--- config.mk ---
export PLATFORM = sky130hd
export DESIGN_NAME = uart_fifo_core
export DESIGN_NICKNAME = d
export VERILOG_FILES = /design/src/rtl/uart_fifo_core.sv
export SDC_FILE = /design/constraint.sdc
export NUM_CORES = 1
export LEC_CHECK = 0
export BUFFER_PORTS_ARGS = -buffer_cell sky130_fd_sc_hd__buf_2
export CAP_MARGIN = 20
export CORE_ASPECT_RATIO = 0.7
export CORE_MARGIN = 4
export CORE_UTILIZATION = 30
export CTS_BUF_LIST = sky130_fd_sc_hd__clkbuf_4 sky130_fd_sc_hd__clkbuf_8
export CTS_CLUSTER_DIAMETER = 150
export DETAILED_ROUTE_END_ITERATION = 12
export PLACE_DENSITY_LB_ADDON = 0.3
export SLEW_MARGIN = 20
export SYNTH_ARGS = -nofsm -noshare
export SYNTH_HDL_FRONTEND = slang
export SYNTH_SLANG_ARGS = --single-unit
--- constraint.sdc ---
create_clock -name clk -period 2.35 [get_ports clk]
set_input_delay 0.235 -clock clk [delete_from_list [all_inputs] [get_ports clk]]
set_output_delay 0.235 -clock clk [all_outputs]
set_load 0.03 [all_outputs]
--- src/rtl/uart_fifo_core.sv ---
// UART transceiver with show-ahead TX/RX FIFOs; even parity via UART_FIFO_PARITY_EN.
// Latency: start bit leaves 2 clk after the tx handshake; rx_valid rises 1 clk after the mid-stop sample.
// Backpressure: tx_ready drops when the TX FIFO is full; a frame arriving at a full RX FIFO is dropped with rx_overrun.

module uart_fifo_core_fifo #(
    parameter int W     = 8,
    parameter int DEPTH = 16
) (
    input  logic         clk,
    input  logic         rst,
    input  logic         wr_en,
    input  logic [W-1:0] wr_dat,
    input  logic         rd_en,
    output logic [W-1:0] rd_dat,
    output logic         full,
    output logic         empty
);
    localparam int AW = $clog2(DEPTH);

    logic [AW:0]  wr_ptr_q, wr_ptr_d, rd_ptr_q, rd_ptr_d;
    logic [W-1:0] mem_q [DEPTH];
    logic         do_push, do_pop;

    assign empty  = (wr_ptr_q == rd_ptr_q);
    assign full   = (wr_ptr_q[AW] != rd_ptr_q[AW]) && (wr_ptr_q[AW-1:0] == rd_ptr_q[AW-1:0]);
    // A same-cycle pop frees the slot being written, so push is allowed even when full.
    assign do_pop  = rd_en && !empty;
    assign do_push = wr_en && (!full || do_pop);
    assign rd_dat  = empty ? '0 : mem_q[rd_ptr_q[AW-1:0]];

    always_comb begin
        wr_ptr_d = wr_ptr_q + {{AW{1'b0}}, do_push};
        rd_ptr_d = rd_ptr_q + {{AW{1'b0}}, do_pop};
    end

    always_ff @(posedge clk) begin
        if (!rst) begin
            wr_ptr_q <= '0;
            rd_ptr_q <= '0;
        end else begin
            wr_ptr_q <= wr_ptr_d;
            rd_ptr_q <= rd_ptr_d;
        end
    end

    always_ff @(posedge clk) begin
        if (do_push) mem_q[wr_ptr_q[AW-1:0]] <= wr_dat;
    end
endmodule

module uart_fifo_core #(
    parameter int CLK_FREQ   = 12000000,
    parameter int BAUD       = 115200,
    parameter int DATA_BITS  = 8,
    parameter int FIFO_DEPTH = 16
) (
    input  logic                 clk,
    input  logic                 rst,
    input  logic [DATA_BITS-1:0] tx_data,
    input  logic                 tx_valid,
    output logic                 tx_ready,
    output logic [DATA_BITS-1:0] rx_data,
    output logic                 rx_valid,
    input  logic                 rx_ready,
    input  logic                 serial_rx,
    output logic                 serial_tx,
    output logic                 tx_active,
    output logic                 rx_overrun,
`ifdef UART_FIFO_PARITY_EN
    output logic                 parity_err,
`endif
    output logic                 framing_err
);
    localparam int CPB   = CLK_FREQ / BAUD;
    localparam int CNT_W = (CPB > 1) ? $clog2(CPB) : 1;
    localparam int BIT_W = $clog2(DATA_BITS);
    localparam logic [CNT_W-1:0] CNT_LAST  = CNT_W'(CPB - 1);
    localparam logic [CNT_W-1:0] HALF_LAST = CNT_W'(CPB / 2 - 1);
    localparam logic [BIT_W-1:0] BIT_LAST  = BIT_W'(DATA_BITS - 1);

    typedef enum logic [2:0] {
        S_IDLE,
        S_START,
        S_DATA,
`ifdef UART_FIFO_PARITY_EN
        S_PARITY,
`endif
        S_STOP
    } state_t;

    logic                 tx_empty, tx_full, tx_pop;
    logic [DATA_BITS-1:0] tx_head;
    logic                 rx_empty, rx_full, rx_push, rx_pop;

    uart_fifo_core_fifo #(.W(DATA_BITS), .DEPTH(FIFO_DEPTH)) u_tx_fifo (
        .clk(clk), .rst(rst),
        .wr_en(tx_valid && tx_ready), .wr_dat(tx_data),
        .rd_en(tx_pop), .rd_dat(tx_head),
        .full(tx_full), .empty(tx_empty)
    );

    logic [DATA_BITS-1:0] rx_shreg_q, rx_shreg_d;

    uart_fifo_core_fifo #(.W(DATA_BITS), .DEPTH(FIFO_DEPTH)) u_rx_fifo (
        .clk(clk), .rst(rst),
        .wr_en(rx_push), .wr_dat(rx_shreg_q),
        .rd_en(rx_pop), .rd_dat(rx_data),
        .full(rx_full), .empty(rx_empty)
    );

    assign tx_ready = !tx_full;
    assign rx_valid = !rx_empty;
    assign rx_pop   = rx_valid && rx_ready;

    // ---------------- transmitter ----------------
    state_t               tx_state_q, tx_state_d;
    logic [CNT_W-1:0]     tx_cnt_q, tx_cnt_d;
    logic [BIT_W-1:0]     tx_bit_q, tx_bit_d;
    logic [DATA_BITS-1:0] tx_shreg_q, tx_shreg_d;
    logic                 serial_tx_q, serial_tx_d;
    logic                 tx_active_q, tx_active_d;
    logic                 tx_bit_done;
`ifdef UART_FIFO_PARITY_EN
    logic                 tx_par_q, tx_par_d;
`endif

    always_comb begin
        tx_state_d  = tx_state_q;
        tx_cnt_d    = tx_cnt_q + 1'b1;
        tx_bit_d    = tx_bit_q;
        tx_shreg_d  = tx_shreg_q;
        tx_pop      = 1'b0;
        tx_bit_done = (tx_cnt_q == CNT_LAST);
`ifdef UART_FIFO_PARITY_EN
        tx_par_d    = tx_par_q;
`endif
        case (tx_state_q)
            S_IDLE: begin
                tx_cnt_d = '0;
                if (!tx_empty) begin
                    tx_pop     = 1'b1;
                    tx_state_d = S_START;
                end
            end
            S_START: if (tx_bit_done) begin
                tx_cnt_d   = '0;
                tx_bit_d   = '0;
                tx_state_d = S_DATA;
            end
            S_DATA: if (tx_bit_done) begin
                tx_cnt_d   = '0;
                tx_shreg_d = tx_shreg_q >> 1;
                if (tx_bit_q == BIT_LAST) begin
`ifdef UART_FIFO_PARITY_EN
                    tx_state_d = S_PARITY;
`else
                    tx_state_d = S_STOP;
`endif
                end else begin
                    tx_bit_d = tx_bit_q + 1'b1;
                end
            end
`ifdef UART_FIFO_PARITY_EN
            S_PARITY: if (tx_bit_done) begin
                tx_cnt_d   = '0;
                tx_state_d = S_STOP;
            end
`endif
            S_STOP: if (tx_bit_done) begin
                tx_cnt_d = '0;
                // Chain straight into the next start bit when more data is queued.
                if (!tx_empty) begin
                    tx_pop     = 1'b1;
                    tx_state_d = S_START;
                end else begin
                    tx_state_d = S_IDLE;
                end
            end
            default: tx_state_d = S_IDLE;
        endcase

        if (tx_pop) begin
            tx_shreg_d = tx_head;
`ifdef UART_FIFO_PARITY_EN
            tx_par_d   = ^tx_head;
`endif
        end

        case (tx_state_q)
            S_START:    serial_tx_d = 1'b0;
            S_DATA:     serial_tx_d = tx_shreg_q[0];
`ifdef UART_FIFO_PARITY_EN
            S_PARITY:   serial_tx_d = tx_par_q;
`endif
            default:    serial_tx_d = 1'b1;
        endcase
        tx_active_d = (tx_state_d != S_IDLE);
    end

    always_ff @(posedge clk) begin
        if (!rst) begin
            tx_state_q  <= S_IDLE;
            tx_cnt_q    <= '0;
            tx_bit_q    <= '0;
            tx_shreg_q  <= '0;
            serial_tx_q <= 1'b1;
            tx_active_q <= 1'b0;
`ifdef UART_FIFO_PARITY_EN
            tx_par_q    <= 1'b0;
`endif
        end else begin
            tx_state_q  <= tx_state_d;
            tx_cnt_q    <= tx_cnt_d;
            tx_bit_q    <= tx_bit_d;
            tx_shreg_q  <= tx_shreg_d;
            serial_tx_q <= serial_tx_d;
            tx_active_q <= tx_active_d;
`ifdef UART_FIFO_PARITY_EN
            tx_par_q    <= tx_par_d;
`endif
        end
    end

    assign serial_tx = serial_tx_q;
    assign tx_active = tx_active_q;

    // ---------------- receiver ----------------
    state_t           rx_state_q, rx_state_d;
    logic [CNT_W-1:0] rx_cnt_q, rx_cnt_d;
    logic [BIT_W-1:0] rx_bit_q, rx_bit_d;
    logic [1:0]       rx_sync_q, rx_sync_d;
    logic             rx_overrun_q, rx_overrun_d;
    logic             framing_err_q, framing_err_d;
    logic             rx_in;
`ifdef UART_FIFO_PARITY_EN
    logic             rx_par_bad_q, rx_par_bad_d;
    logic             parity_err_q, parity_err_d;
`endif

    always_comb begin
        rx_sync_d     = {rx_sync_q[0], serial_rx};
        rx_in         = rx_sync_q[1];
        rx_state_d    = rx_state_q;
        rx_cnt_d      = rx_cnt_q + 1'b1;
        rx_bit_d      = rx_bit_q;
        rx_shreg_d    = rx_shreg_q;
        rx_push       = 1'b0;
        rx_overrun_d  = 1'b0;
        framing_err_d = 1'b0;
`ifdef UART_FIFO_PARITY_EN
        rx_par_bad_d  = rx_par_bad_q;
        parity_err_d  = 1'b0;
`endif
        case (rx_state_q)
            S_IDLE: begin
                rx_cnt_d = '0;
                if (!rx_in) rx_state_d = S_START;
            end
            // A start bit that is high again at mid-bit is treated as line noise.
            S_START: if (rx_cnt_q == HALF_LAST) begin
                rx_cnt_d   = '0;
                rx_bit_d   = '0;
                rx_state_d = rx_in ? S_IDLE : S_DATA;
            end
            S_DATA: if (rx_cnt_q == CNT_LAST) begin
                rx_cnt_d   = '0;
                rx_shreg_d = {rx_in, rx_shreg_q[DATA_BITS-1:1]};
                if (rx_bit_q == BIT_LAST) begin
`ifdef UART_FIFO_PARITY_EN
                    rx_state_d = S_PARITY;
`else
                    rx_state_d = S_STOP;
`endif
                end else begin
                    rx_bit_d = rx_bit_q + 1'b1;
                end
            end
`ifdef UART_FIFO_PARITY_EN
            S_PARITY: if (rx_cnt_q == CNT_LAST) begin
                rx_cnt_d     = '0;
                rx_par_bad_d = rx_in ^ (^rx_shreg_q);
                rx_state_d   = S_STOP;
            end
`endif
            S_STOP: if (rx_cnt_q == CNT_LAST) begin
                rx_cnt_d   = '0;
                rx_state_d = S_IDLE;
                if (rx_in) begin
                    rx_push      = 1'b1;
                    rx_overrun_d = rx_full && !rx_pop;
                end else begin
                    framing_err_d = 1'b1;
                end
`ifdef UART_FIFO_PARITY_EN
                parity_err_d = rx_par_bad_q;
`endif
            end
            default: rx_state_d = S_IDLE;
        endcase
    end

    always_ff @(posedge clk) begin
        if (!rst) begin
            rx_state_q    <= S_IDLE;
            rx_cnt_q      <= '0;
            rx_bit_q      <= '0;
            rx_shreg_q    <= '0;
            rx_sync_q     <= 2'b11;
            rx_overrun_q  <= 1'b0;
            framing_err_q <= 1'b0;
`ifdef UART_FIFO_PARITY_EN
            rx_par_bad_q  <= 1'b0;
            parity_err_q  <= 1'b0;
`endif
        end else begin
            rx_state_q    <= rx_state_d;
            rx_cnt_q      <= rx_cnt_d;
            rx_bit_q      <= rx_bit_d;
            rx_shreg_q    <= rx_shreg_d;
            rx_sync_q     <= rx_sync_d;
            rx_overrun_q  <= rx_overrun_d;
            framing_err_q <= framing_err_d;
`ifdef UART_FIFO_PARITY_EN
            rx_par_bad_q  <= rx_par_bad_d;
            parity_err_q  <= parity_err_d;
`endif
        end
    end

    assign rx_overrun  = rx_overrun_q;
    assign framing_err = framing_err_q;
`ifdef UART_FIFO_PARITY_EN
    assign parity_err  = parity_err_q;
`endif
endmodule
After elaboration in Yosys (flattened, before gate mapping)
Memory sizes are Yosys's and may differ from the RTL's. A register that Yosys moved wholly into a read port is not among the register bits.
Cells that the tools add are included.
- register bits after elaboration: 68
- RAM bits: 256
- bits of input ports: 13
- output and inout bits: 14
- word-level logic and storage cells: 131
- memories kept: 2
- $add $sub $neg: 8
- eq/ne operators: 26
- mux-type cells: 46
- reductions and logical operators: 32
- memory list (memory ; words ; width ; rd ports ; clocked after Yosys merged registers in ; wr ports ; RTL line ; source):
    u_rx_fifo.mem_q ; 16 ; 8 ; 1 ; 1 ; 1 ; 21 ; logic [W-1:0] mem_q [DEPTH];
    u_tx_fifo.mem_q ; 16 ; 8 ; 1 ; 1 ; 1 ; 21 ;
- operators with widths (cell ; count):
    $mux W3 ; 16
    $mux W8 ; 5
    $pmux W3 S4 ; 2
    $mux W7 ; 3
    $pmux W7 S3 ; 1
    $add A5 B1 Y5 ; 4
    $ne A2 B2 Y1 const B ; 9
    $add A7 B1 Y7 const B ; 2
    $eq A7 B7 Y1 const B ; 2
    $pmux W7 S2 ; 1
    $eq A3 B2 Y1 const B ; 4
    $pmux W3 S2 ; 2
    $reduce_and A4 Y1 ; 3
    $mux W1 ; 11
    $eq A5 B5 Y1 ; 2
    $logic_and A1 B1 Y1 ; 9
    $eq A4 B4 Y1 ; 2
    $mux W4 ; 2
    $reduce_bool A2 Y1 ; 4
    $eq A7 B6 Y1 const B ; 1
    $add A3 B1 Y3 const B ; 2
    $eq A3 B1 Y1 const B ; 2
    $eq A3 B3 Y1 const B ; 2
    $logic_not A3 Y1 ; 2
    other kinds (11) ; 19

Longest topological paths before layout
Gate-level depths: netlist of run 1.
- depth in word-level cells: 9
- mapped depth: 11
- mapped depth without buffers: 10

By module
A second synthesis of run 1 with hierarchy kept.
- cells, all modules: 834
- area, all modules: 13503.0 um^2
- by module, submodules not included (module ; instances ; cells each ; area an instance (um^2) ; seq. area each (um^2)):
    uart_fifo_core_fifo at u_tx_fifo ; 1 ; 298 ; 5650.4 ; 4043.9
    uart_fifo_core_fifo at u_rx_fifo ; 1 ; 295 ; 5645.4 ; 4043.9
    uart_fifo_core ; 1 ; 241 ; 2207.1 ; 940.9

Worst setup path after synthesis of run 1
OpenSTA, ideal clock, no wires.
- path kind: register -> register
- start point: register rx_cnt_q[0]
- end point: memory u_rx_fifo.mem_q[4][0] (enable)
- setup time: 0.383 ns
- data arrival time: 2.218 ns
- data required time: 1.967 ns
- setup slack: -0.252 ns
- stages on the path, launching flop included: 7
- path buffers: 0
- period minus slack after synthesis: 2.602 ns
- cells stage by stage: dfxtp_1 -> ha_1 -> and3b_1 -> and4_1 -> o311ai_2 -> or3b_1 -> nor3_1
- longest elaborated chain between the ends: 6
- RTL lines (item ; RTL line ; source):
    from (decl) ; 229 ; logic [CNT_W-1:0] rx_cnt_q, rx_cnt_d;
    from (signal assigned) ; 317 ; rx_cnt_q <= rx_cnt_d;
    $eq A7 B7 Y1 ; 285 ; S_STOP: if (rx_cnt_q == CNT_LAST) begin
    $mux W1 ; 285 ;
    $mux W1 ; 254 ; case (rx_state_q)
    $logic_and A1 B1 Y1 ; 28 ; assign do_push = wr_en && (!full || do_pop);
    $mux W1 ; 47 ; if (do_push) mem_q[wr_ptr_q[AW-1:0]] <= wr_dat;
    $mux W1 (not written as such) ; 47 ;
    to (decl) ; 21 ;
No other way between the ends.

Final worst setup path of run 1
- start point: register u_rx_fifo.rd_ptr_q[0]
- end point: output rx_data[6]
- longest elaborated chain between the ends: 2
- RTL lines (item ; RTL line ; source):
    from (decl) ; 20 ; logic [AW:0] wr_ptr_q, wr_ptr_d, rd_ptr_q, rd_ptr_d;
    from (signal assigned) ; 42 ; rd_ptr_q <= rd_ptr_d;
    $eq A5 B5 Y1 ; 24 ; assign empty = (wr_ptr_q == rd_ptr_q);
    $mux W8 ; 29 ; assign rd_dat = empty ? '0 : mem_q[rd_ptr_q[AW-1:0]];
    to (decl) ; 62 ; output logic [DATA_BITS-1:0] rx_data,
No other way between the ends.

==> results of run 1 <==
## power groups by stage
stage | Combinational (W) | Clock, W | Sequential, W
after detailed placement | 0.000758 | 0 | 0.00637
after global routing | 0.000832 | 0.00560 | 0.00625
after global placement | 0.000754 | 0 | 0.00636
after CTS | 0.000766 | 0.00532 | 0.00625
final | 0.000750 | 0.00514 | 0.00625
after floorplan | 0.000526 | 0 | 0.00636
## worst max-delay path: cells and delay by family, from the launching register on
| family | cells | cell delay, ns |
|---|---|---|
| buffers and inverters | 2 | 0.30 |
| multiplexers | 2 | 1.08 |
| AND/OR/NAND/NOR | 1 | 0.15 |
| flip-flops | 1 | 0.47 |
## layout make-up
cell class                      instances  area (um^2)
Sequential cell                       323         9040
Fill cell                            3961        26700
Tap cell                              552          691
Clock inverter                         20          180
Inverter                                9         33.8
Clock buffer                           78          942
Multi-Input combinational cell        370         3760
Timing Repair Buffer                  110          956
## metrics by stage
step	instances	hold slack, ns	setup slack, ns
5_1_grt	1462	0.0118	-0.566
3_5_place_dp	1354	0.398	-0.0225
4_1_cts	1461	0.00213	-0.511
3_3_place_gp	1354	0.394	0.0191
6_report	1462	0.0394	-0.486
2_1_floorplan	741	0.308	-0.0947
## routing by layer
layer / vias to the layer above / global-route usage [%] / share of wire [%]
met4: 0 / 3.35 / 1.8
met1: 3466 / 18.5 / 50
met5: - / 0 / 0
li1: 3144 / - / -
met3: 46 / 2.66 / 5.9
met2: 165 / 17.1 / 42
## kinds of logic after synthesis
group / share of synthesized area [%]
xor+xnor: 2.25
fa+ha+maj: 1.36
flops: 70.2
mux: 13.9
compound gates: 3.05
buf+inv: 1.72
other cells: 0.0291
simple gates: 7.57
## worst max path at each step
stage | startpoint | to | slack, ns | cells past startpoint
floorplan | u_tx_fifo.wr_ptr_q[1] | u_tx_fifo.mem_q[0][0] | -0.09 | 6
global placement | rx_cnt_q[0] | u_rx_fifo.mem_q[8][7] | 0.02 | 8
detailed placement | rx_cnt_q[1] | u_rx_fifo.mem_q[8][7] | -0.02 | 8
CTS | u_rx_fifo.rd_ptr_q[0] | rx_data[6] | -0.51 | 6
global route | u_rx_fifo.rd_ptr_q[0] | rx_data[6] | -0.57 | 5
finish | u_rx_fifo.rd_ptr_q[0] | rx_data[6] | -0.49 | 5
## registers in the layout (all words and copies together) (netlist names), 5 cells and up
name,count
u_tx_fifo.wr_ptr_q,5
u_rx_fifo.wr_ptr_q,5
u_tx_fifo.rd_ptr_q,5
rx_cnt_q,7
tx_cnt_q,7
u_rx_fifo.rd_ptr_q,5
tx_shreg_q,8
u_rx_fifo.mem_q,128
rx_shreg_q,8
u_tx_fifo.mem_q,128
## timing repair
item / CTS / global route
pin swaps: 2 / 1
endpoints found under the setup margin: 81 / 122
buffers inserted: 3 / 1
cloned: 2 / 1
hold buffers: 4 / 1
gates resized for setup: 16 / 34
hold endpoints to repair: 13 / 3
## layout by cell type (no fill, tap or decap), types with 5 or more instances in the layout
cell type      netlist  layout
clkinv_1             0       9
nand3_1             15      15
xnor2_1             16      16
mux4_2              72      72
inv_1                6       6
nand2_1             30      29
clkbuf_4             0      21
mux2i_1             15      15
nand2b_1            11      11
nor2b_1             23      17
o211a_1              8       8
a22oi_1             18      18
buf_6                4      12
a21oi_1              6       6
xor2_1              17      17
clkbuf_8             0      57
edfxtp_1           256     256
buf_4                0      66
buf_2                9      18
ha_1                14      13
and2_1              21      21
clkinv_2             0       5
nor2_2               1      13
dlygate4sd3_1        0       5
nor2_1              45      33
nor2b_4              0       5
nor3_1               9       7
buf_12               0       8
dfxtp_1             67      63
==> flow_summary.json, run 1 <==
{
  "status": "finished, violations left",
  "violations": "negative setup slack",
  "clk_latency_ns": 0.61,
  "utilization_pct": 36.8,
  "tightest_slew_ns": 0.891,
  "power.share.clock_pct": 42.4,
  "start_util_pct": 30.4,
  "cp.arrival_ns": 2.60,
  "cts.path.max_buffers": 3,
  "crit_fanout": 6,
  "die-height_um": 181,
  "yosysMostFrequentCell": "edfxtp_1",
  "synth_warnings": 0,
  "final_nets": 895,
  "synthCells": 741,
  "ys_seq_area_share_pct": 70.2,
  "intPower_w": 0.00949,
  "synth_seq_cells": 323,
  "min_path_cells": 1,
  "slew_violations": 0,
  "gp_congestion": 0.748,
  "crit_chain": "buf_12, mux4_2, mux4_2, nor2b_4, buf_6",
  "fp.dieW_um": 256,
  "power_leakage_nw": 5.40,
  "reg2reg_from": "u_rx_fifo.rd_ptr_q[0]",
  "max_stage_delay_ns": 0.55,
  "setup_slack_ns": -0.486,
  "hold_violations": 0,
  "synth_top_cells_by_count": "edfxtp_1 (256), mux4_2 (72), dfxtp_1 (67)",
  "io_buffers": 26,
  "coreArea_mm2": 0.0423,
  "cp_common_cell": "mux4_2",
  "gr-total-overflow": 0,
  "synth.top_cell.area_share_pct": 59.7,
  "grt_pass1_vias": 7023,
  "ys_types": 54,
  "grt_pass1_wl_um": 43200,
  "dieArea_mm2": 0.0463,
  "clock_sink_count": 323,
  "r2r_slack_ns": 0.02,
  "drv_cap": 0,
  "vias": 6821,
  "numCtsBuffers": 54,
  "crit_type": "register to output pin",
  "max_slew_margin_pct": 40.5,
  "dr.pass1.iters": 5,
  "ctsHtreeMaxLevel": 2,
  "grt_max_degree": 35,
  "combPwrFrac_pct": 6.2,
  "min-delay-start": "tx_data[2]",
  "p_per_area_mw_per_mm2": 778,
  "cp_slowest_cell": "mux4_2",
  "total_power_w": 0.0121,
  "cts_tree": "yes",
  "switching_share_pct": 21.8,
  "start_kind": "register",
  "setup_violations": 8,
  "avgSynthCellArea_um2": 17.4,
  "reg2reg_depth": 12,
  "wl_per_cell_um": 19.2,
  "drc": 0,
  "p_seq_share_pct": 51.5,
  "drt_wl_total_um": 28000,
  "min_to": "u_tx_fifo.mem_q[8][2]",
  "synth_top_cell_by_area": "edfxtp_1",
  "min_period_over_period_pct": 121,
  "cts_root_buf": "clkbuf_8",
  "fin_worst_skew_ns": 0.0303,
  "p_sw_w": 0.00265,
  "synthesis.nets": 768,
  "final_antenna_net_count": 0,
  "synth_top_flop_cell": "edfxtp_1",
  "reg2reg_to": "u_rx_fifo.wr_ptr_q[4]",
  "vias_per_cell": 4.67,
  "ys_async_sr_fraction_pct": 0,
  "stdcell_area_mm2": 0.0156,
  "ir_worst_vdd_uv": 558,
  "grtUsageTotal_pct": 12.0,
  "synth_edf_count": 256,
  "area_growth_pct": 21.2,
  "drt_iter0_drc": 505,
  "antenna_found_initial": 0,
  "fin_setup_tns_ns": -3.74,
  "synthTopCellsByArea": "edfxtp_1 (60%), mux4_2 (13%), dfxtp_1 (10%), ha_1 (1.4%), nor2_1 (1.3%)",
  "worst_ep_required_time_ns": 2.12,
  "timing.fmax_mhz": 353,
  "place_area_mm2": 0.0142,
  "clk_pin_slew_worst_paths_ns": 0.06,
  "worstHoldPathType": "primary input to register",
  "io_pins": 27,
  "std_cell_rows": 63,
  "drive_gt1_share_pct": 33.8,
  "rsz0062_at_grt": "true",
  "fin_crit_ns": 2.84,
  "netlist_area_mm2": 0.0129,
  "post-dp-hpwl_um": 17900,
  "setup.worst_path.end_class": "output pin",
  "diodes": 0
}
(Power assumes the default switching activity.)
==> run 2, diff against run 1 <==
CORE_ASPECT_RATIO = 0.75   (was 0.7)
==> run 2 against run 1 <==
Power grew 2.3%. The flow still finishes with violations (negative setup slack). Via count fell by 1.3%. Utilization is 0.085 points lower. Routed wire length shrank 2.1%. Design area shrank 0.51%.
==> flow_summary.json, run 2 (synthesis gave the netlist of run 1 again) <==
{
  "slew_violations": 0,
  "hold_violations": 0,
  "violations": "negative setup slack",
  "crit_type": "register to output pin",
  "vias": 6734,
  "worst_ep_required_time_ns": 2.12,
  "vias_per_cell": 4.58,
  "drc": 0,
  "fp.dieW_um": 247,
  "cp.arrival_ns": 2.54,
  "grt_pass1_wl_um": 42300,
  "io_pins": 27,
  "gp_congestion": 0.720,
  "area_growth_pct": 20.6,
  "post-dp-hpwl_um": 17700,
  "drt_wl_total_um": 27500,
  "hold_ws_ns": 0.0464,
  "tightest_slew_ns": 0.745,
  "dieArea_mm2": 0.0463,
  "final_cell_mix": "edfxtp_1 (256), mux4_2 (72), buf_4 (69)",
  "switching_share_pct": 21.8,
  "io_buffers": 26,
  "drv_cap": 0,
  "combPwrFrac_pct": 6.1,
  "wl_per_cell_um": 18.7,
  "drt_iter0_drc": 498,
  "final_nets": 887,
  "setup.worst_path.end_class": "output pin",
  "cts_tree": "yes",
  "clk_latency_ns": 0.61,
  "p_seq_share_pct": 50.3,
  "start_util_pct": 30.5,
  "min_period_over_period_pct": 118,
  "power.share.clock_pct": 43.6,
  "mostFrequentLayoutCell": "edfxtp_1",
  "timing.fmax_mhz": 361,
  "grt_max_degree": 35,
  "cts.path.max_buffers": 3,
  "power_leakage_nw": 5.35,
  "gr-total-overflow": 0,
  "std_cell_rows": 65,
  "dr.pass1.iters": 7,
  "drive_gt1_share_pct": 31.9,
  "crit_fanout": 15,
  "ctsHtreeMaxLevel": 2,
  "cp_common_cell": "mux4_2",
  "rsz0062_at_grt": "true",
  "coreArea_mm2": 0.0422,
  "fin_crit_ns": 2.77,
  "max_slew_margin_pct": 50.3,
  "clock_sink_count": 323,
  "ir_worst_vdd_uv": 298,
  "grt_pass1_vias": 6936,
  "max_stage_delay_ns": 0.56,
  "setup_slack_ns": -0.421,
  "final_antenna_net_count": 0,
  "grtUsageTotal_pct": 11.9,
  "intPower_w": 0.00971,
  "clk_pin_slew_worst_paths_ns": 0.07,
  "cp_slowest_cell": "mux4_2",
  "cts_root_buf": "clkbuf_8",
  "setup_violations": 8,
  "numCtsBuffers": 52,
  "start_kind": "register",
  "status": "finished, violations left",
  "crit_chain": "buf_12, mux4_2, mux4_2, nor2b_1, buf_4",
  "p_per_area_mw_per_mm2": 800,
  "p_sw_w": 0.00271,
  "worstHoldPathType": "primary input to register",
  "fin_worst_skew_ns": 0.0414,
  "die-height_um": 187,
  "antenna_found_initial": 0,
  "pre_cts_ws_ns": -0.0418
}
==> run 2: cell count changes in the layout (fill, tap and decap cells not counted), moves of 2 or more <==
cell / delta
clkbuf_4: -11
buf_6: -8
nor2b_1: +6
nor2_1: +5
nor2_2: -5
nor2b_4: -5
bufinv_16: +4
clkinv_2: +4
buf_4: +3
clkbuf_8: -2
clkinvlp_4: +2
inv_12: +2
inv_8: -2
nor4_2: -2
==> run 2: layer usage <==
layer  global-route usage (%)  wire (um)
met1                     18.1      13700
met2                     17.2      12000
met3                     2.49       1310
met4                     3.38        510
met5                        0          0
==> run 2: critical path: cells and delay by family, from the launching register on <==
kind                   cells  cell delay (ns)
DFF                        1             0.40
and+or+nand+nor            1             0.15
muxes                      2             1.05
buffers and inverters      2             0.34
==> run 2: path summary, 6_finish.rpt <==
| kind | startpoint | end | slack, ns | cells after the start |
|---|---|---|---|---|
| setup / recovery | u_rx_fifo.rd_ptr_q[0] | rx_data[2] | -0.42 | 5 |
| setup reg to reg | rx_cnt_q[1] | u_rx_fifo.mem_q[8][1] | 0.11 | 8 |
| hold / removal | tx_data[0] | u_tx_fifo.mem_q[3][0] | 0.05 | 1 |
| hold reg to reg | rx_sync_q[0] | rx_sync_q[1] | 0.43 | 1 |
==> run 2: through the flow <==
step	cells	utilization, %	total power [W]	area, um^2	TNS [ns]
floorplan	741	-	0.00688	12900	-3.05
global placement	1368	33.7	0.00711	14200	0
detailed placement	1368	33.7	0.00712	14200	-0.741
CTS	1468	36.6	0.0126	15500	-3.77
global route	1470	36.8	0.0130	15500	-4.11
finish	1471	36.8	0.0124	15500	-3.14
==> run 2: power by group through the flow <==
stage                     Clock [W]  Sequential [W]  Combinational (W)
after global placement            0         0.00636           0.000749
after floorplan                   0         0.00636           0.000526
final                       0.00542         0.00624           0.000759
after global routing        0.00591         0.00624           0.000837
after detailed placement          0         0.00636           0.000754
after CTS                   0.00562         0.00624           0.000763
==> run 2: timing repair <==
| item | in CTS | in global routing |
|---|---|---|
| resized for setup | 11 | 11 |
| endpoints found under the hold margin | 19 | 0 |
| hold buffers | 5 | 0 |
| setup endpoints to repair | 45 | 81 |
| pin swaps | 0 | 4 |
| buffers inserted | 0 | 2 |
==> run 2: final cells by class <==
cell class / instances / area [um^2]
fill: 3932 / 26700
sequential: 323 / 9040
multi-input combinational: 370 / 3690
timing repair buffer: 104 / 863
clock buffer: 65 / 832
tap: 569 / 712
clock inverter: 30 / 345
inverter: 9 / 33.8
antenna: 1 / 2.50
==> run 3, diff against run 2 <==
==> constraint.sdc (replaced) <==
create_clock -name clk -period 2.35 [get_ports clk]
set_input_delay 0.705 -clock clk [delete_from_list [all_inputs] [get_ports clk]]
set_output_delay 0.705 -clock clk [all_outputs]
set_load 0.03 [all_outputs]
==> run 3 against run 2 <==
Clock-buffer cell count up 3. Highest routed layer unchanged. Critical endpoint is now rx_data[4]. Maximum frequency down 13%. Sequential share of layout area fell by 0.63 points. The run still ends with negative setup slack left.
==> flow_summary.json, run 3 (synthesis gave the netlist of run 1 again) <==
{
  "seqCellArea_mm2": 0.00904,
  "final_antenna_net_count": 0,
  "drc": 0,
  "vias_per_cell": 4.71,
  "cp.arrival_ns": 2.48,
  "vias": 6939,
  "crit_fanout": 16,
  "min_period_over_period_pct": 136,
  "setup_violations": 19,
  "ctsHtreeMaxLevel": 2,
  "cts_tree": "yes",
  "final_cell_mix": "edfxtp_1 (256), mux4_2 (72), dfxtp_1 (62)",
  "multi_input_area_mm2": 0.00387,
  "drt_wl_total_um": 28700,
  "grtUsageTotal_pct": 12.6,
  "stdcell_area_mm2": 0.0157,
  "drt_iter0_drc": 457,
  "violations": "negative setup slack",
  "die-height_um": 187,
  "mostFrequentLayoutCell": "edfxtp_1",
  "gp_congestion": 0.768,
  "dieArea_mm2": 0.0463,
  "pre_cts_ws_ns": -0.277,
  "start_util_pct": 30.5,
  "fp.dieW_um": 247,
  "grt_pass1_vias": 6992,
  "place_area_mm2": 0.0143,
  "fin_crit_ns": 3.19,
  "numCtsBuffers": 51,
  "crit_type": "register to output pin",
  "diodes": 0,
  "clk_latency_ns": 0.61,
  "rsz0062_at_grt": "true",
  "start_kind": "register",
  "io_buffers": 26,
  "max_slew_margin_pct": 51.1,
  "wl_per_cell_um": 19.5,
  "dr.pass1.iters": 5,
  "std_cell_rows": 65,
  "setup_slack_ns": -0.837,
  "total_power_w": 0.0117,
  "fin_worst_skew_ns": 0.0325,
  "clock_sink_count": 323,
  "fin_cells": 1473,
  "p_per_area_mw_per_mm2": 747,
  "grt_pass1_wl_um": 43900,
  "slew_violations": 0,
  "io_pins": 27,
  "status": "finished, violations left",
  "ir_worst_vdd_uv": 392,
  "power_leakage_nw": 5.37,
  "grt_max_degree": 35,
  "worstHoldPathType": "primary input to register",
  "tightest_slew_ns": 0.731,
  "hold_violations": 0,
  "hold_ws_ns": 0.290,
  "postCtsHoldBufs": 0,
  "drive_gt1_share_pct": 34.8,
  "post-dp-hpwl_um": 18100,
  "clk_pin_slew_worst_paths_ns": 0.06,
  "cts.path.max_buffers": 3,
  "drv_cap": 0,
  "cts_root_buf": "clkbuf_8",
  "setup.worst_path.end_class": "output pin",
  "worst_ep_required_time_ns": 1.64,
  "gr-total-overflow": 0,
  "area_growth_pct": 21.9,
  "final_nets": 890,
  "fill_cells": 3896,
  "coreArea_mm2": 0.0422,
  "timing.fmax_mhz": 314,
  "dp_cells": 1374,
  "antenna_found_initial": 0
}
run 3: critical path, cell delays in order (launching register included):
cell and delay, ns:
dfxtp_4 0.38, buf_12 0.18, mux4_2 0.53, mux4_2 0.48, nor2b_4 0.14, buf_6 0.13
run 3: layout make-up:
type / count / share of cell area [%]
clock inverters: 26 / 1.00
repair buffers: 108 / 6.55
clock buffers: 68 / 5.37
multi-input cells: 370 / 24.7
inverters: 9 / 0.231
well taps: 569 / 4.54
flip-flops and latches: 323 / 57.6
run 3: per-layer routing:
| layer | vias up | wire length [um] | GRT usage (%) |
|---|---|---|---|
| met5 | - | 0 | 0 |
| met4 | 0 | 647 | 4.38 |
| met3 | 45 | 1340 | 2.65 |
| met2 | 151 | 12200 | 17.1 |
| met1 | 3609 | 14600 | 19.7 |
| li1 | 3134 | - | - |
run 3: power breakdown:
| part | total, W | internal (W) | switching [W] | leakage [nW] |
|---|---|---|---|---|
| registers | 0.00625 | 0.00620 | 0.0000426 | 2.89 |
| clock network | 0.00468 | 0.00247 | 0.00221 | 0.533 |
| logic | 0.000800 | 0.000380 | 0.000420 | 1.95 |
run 3: worst paths after layout:
check	end	slack, ns	from	cells after the start
min reg2reg	rx_sync_q[1]	0.44	rx_sync_q[0]	1
max reg2reg	u_rx_fifo.wr_ptr_q[4]	-0.05	u_rx_fifo.rd_ptr_q[0]	12
max	rx_data[4]	-0.84	u_rx_fifo.rd_ptr_q[0]	5
min	rx_sync_q[0]	0.29	serial_rx	2
run 3: metrics by stage:
step                      utilization, %  TNS [ns]
after floorplan                        -     -4.77
after global placement              34.0     -2.28
final                               37.2     -7.34
after CTS                           36.7     -7.97
after detailed placement            34.0     -4.37
after global routing                37.2    -14.99
run 3: repair_timing:
action,CTS,global route
resized for setup,35,44
cloned,0,1
setup buffers,2,2
pin swaps,3,6
endpoints found under the setup margin,95,91
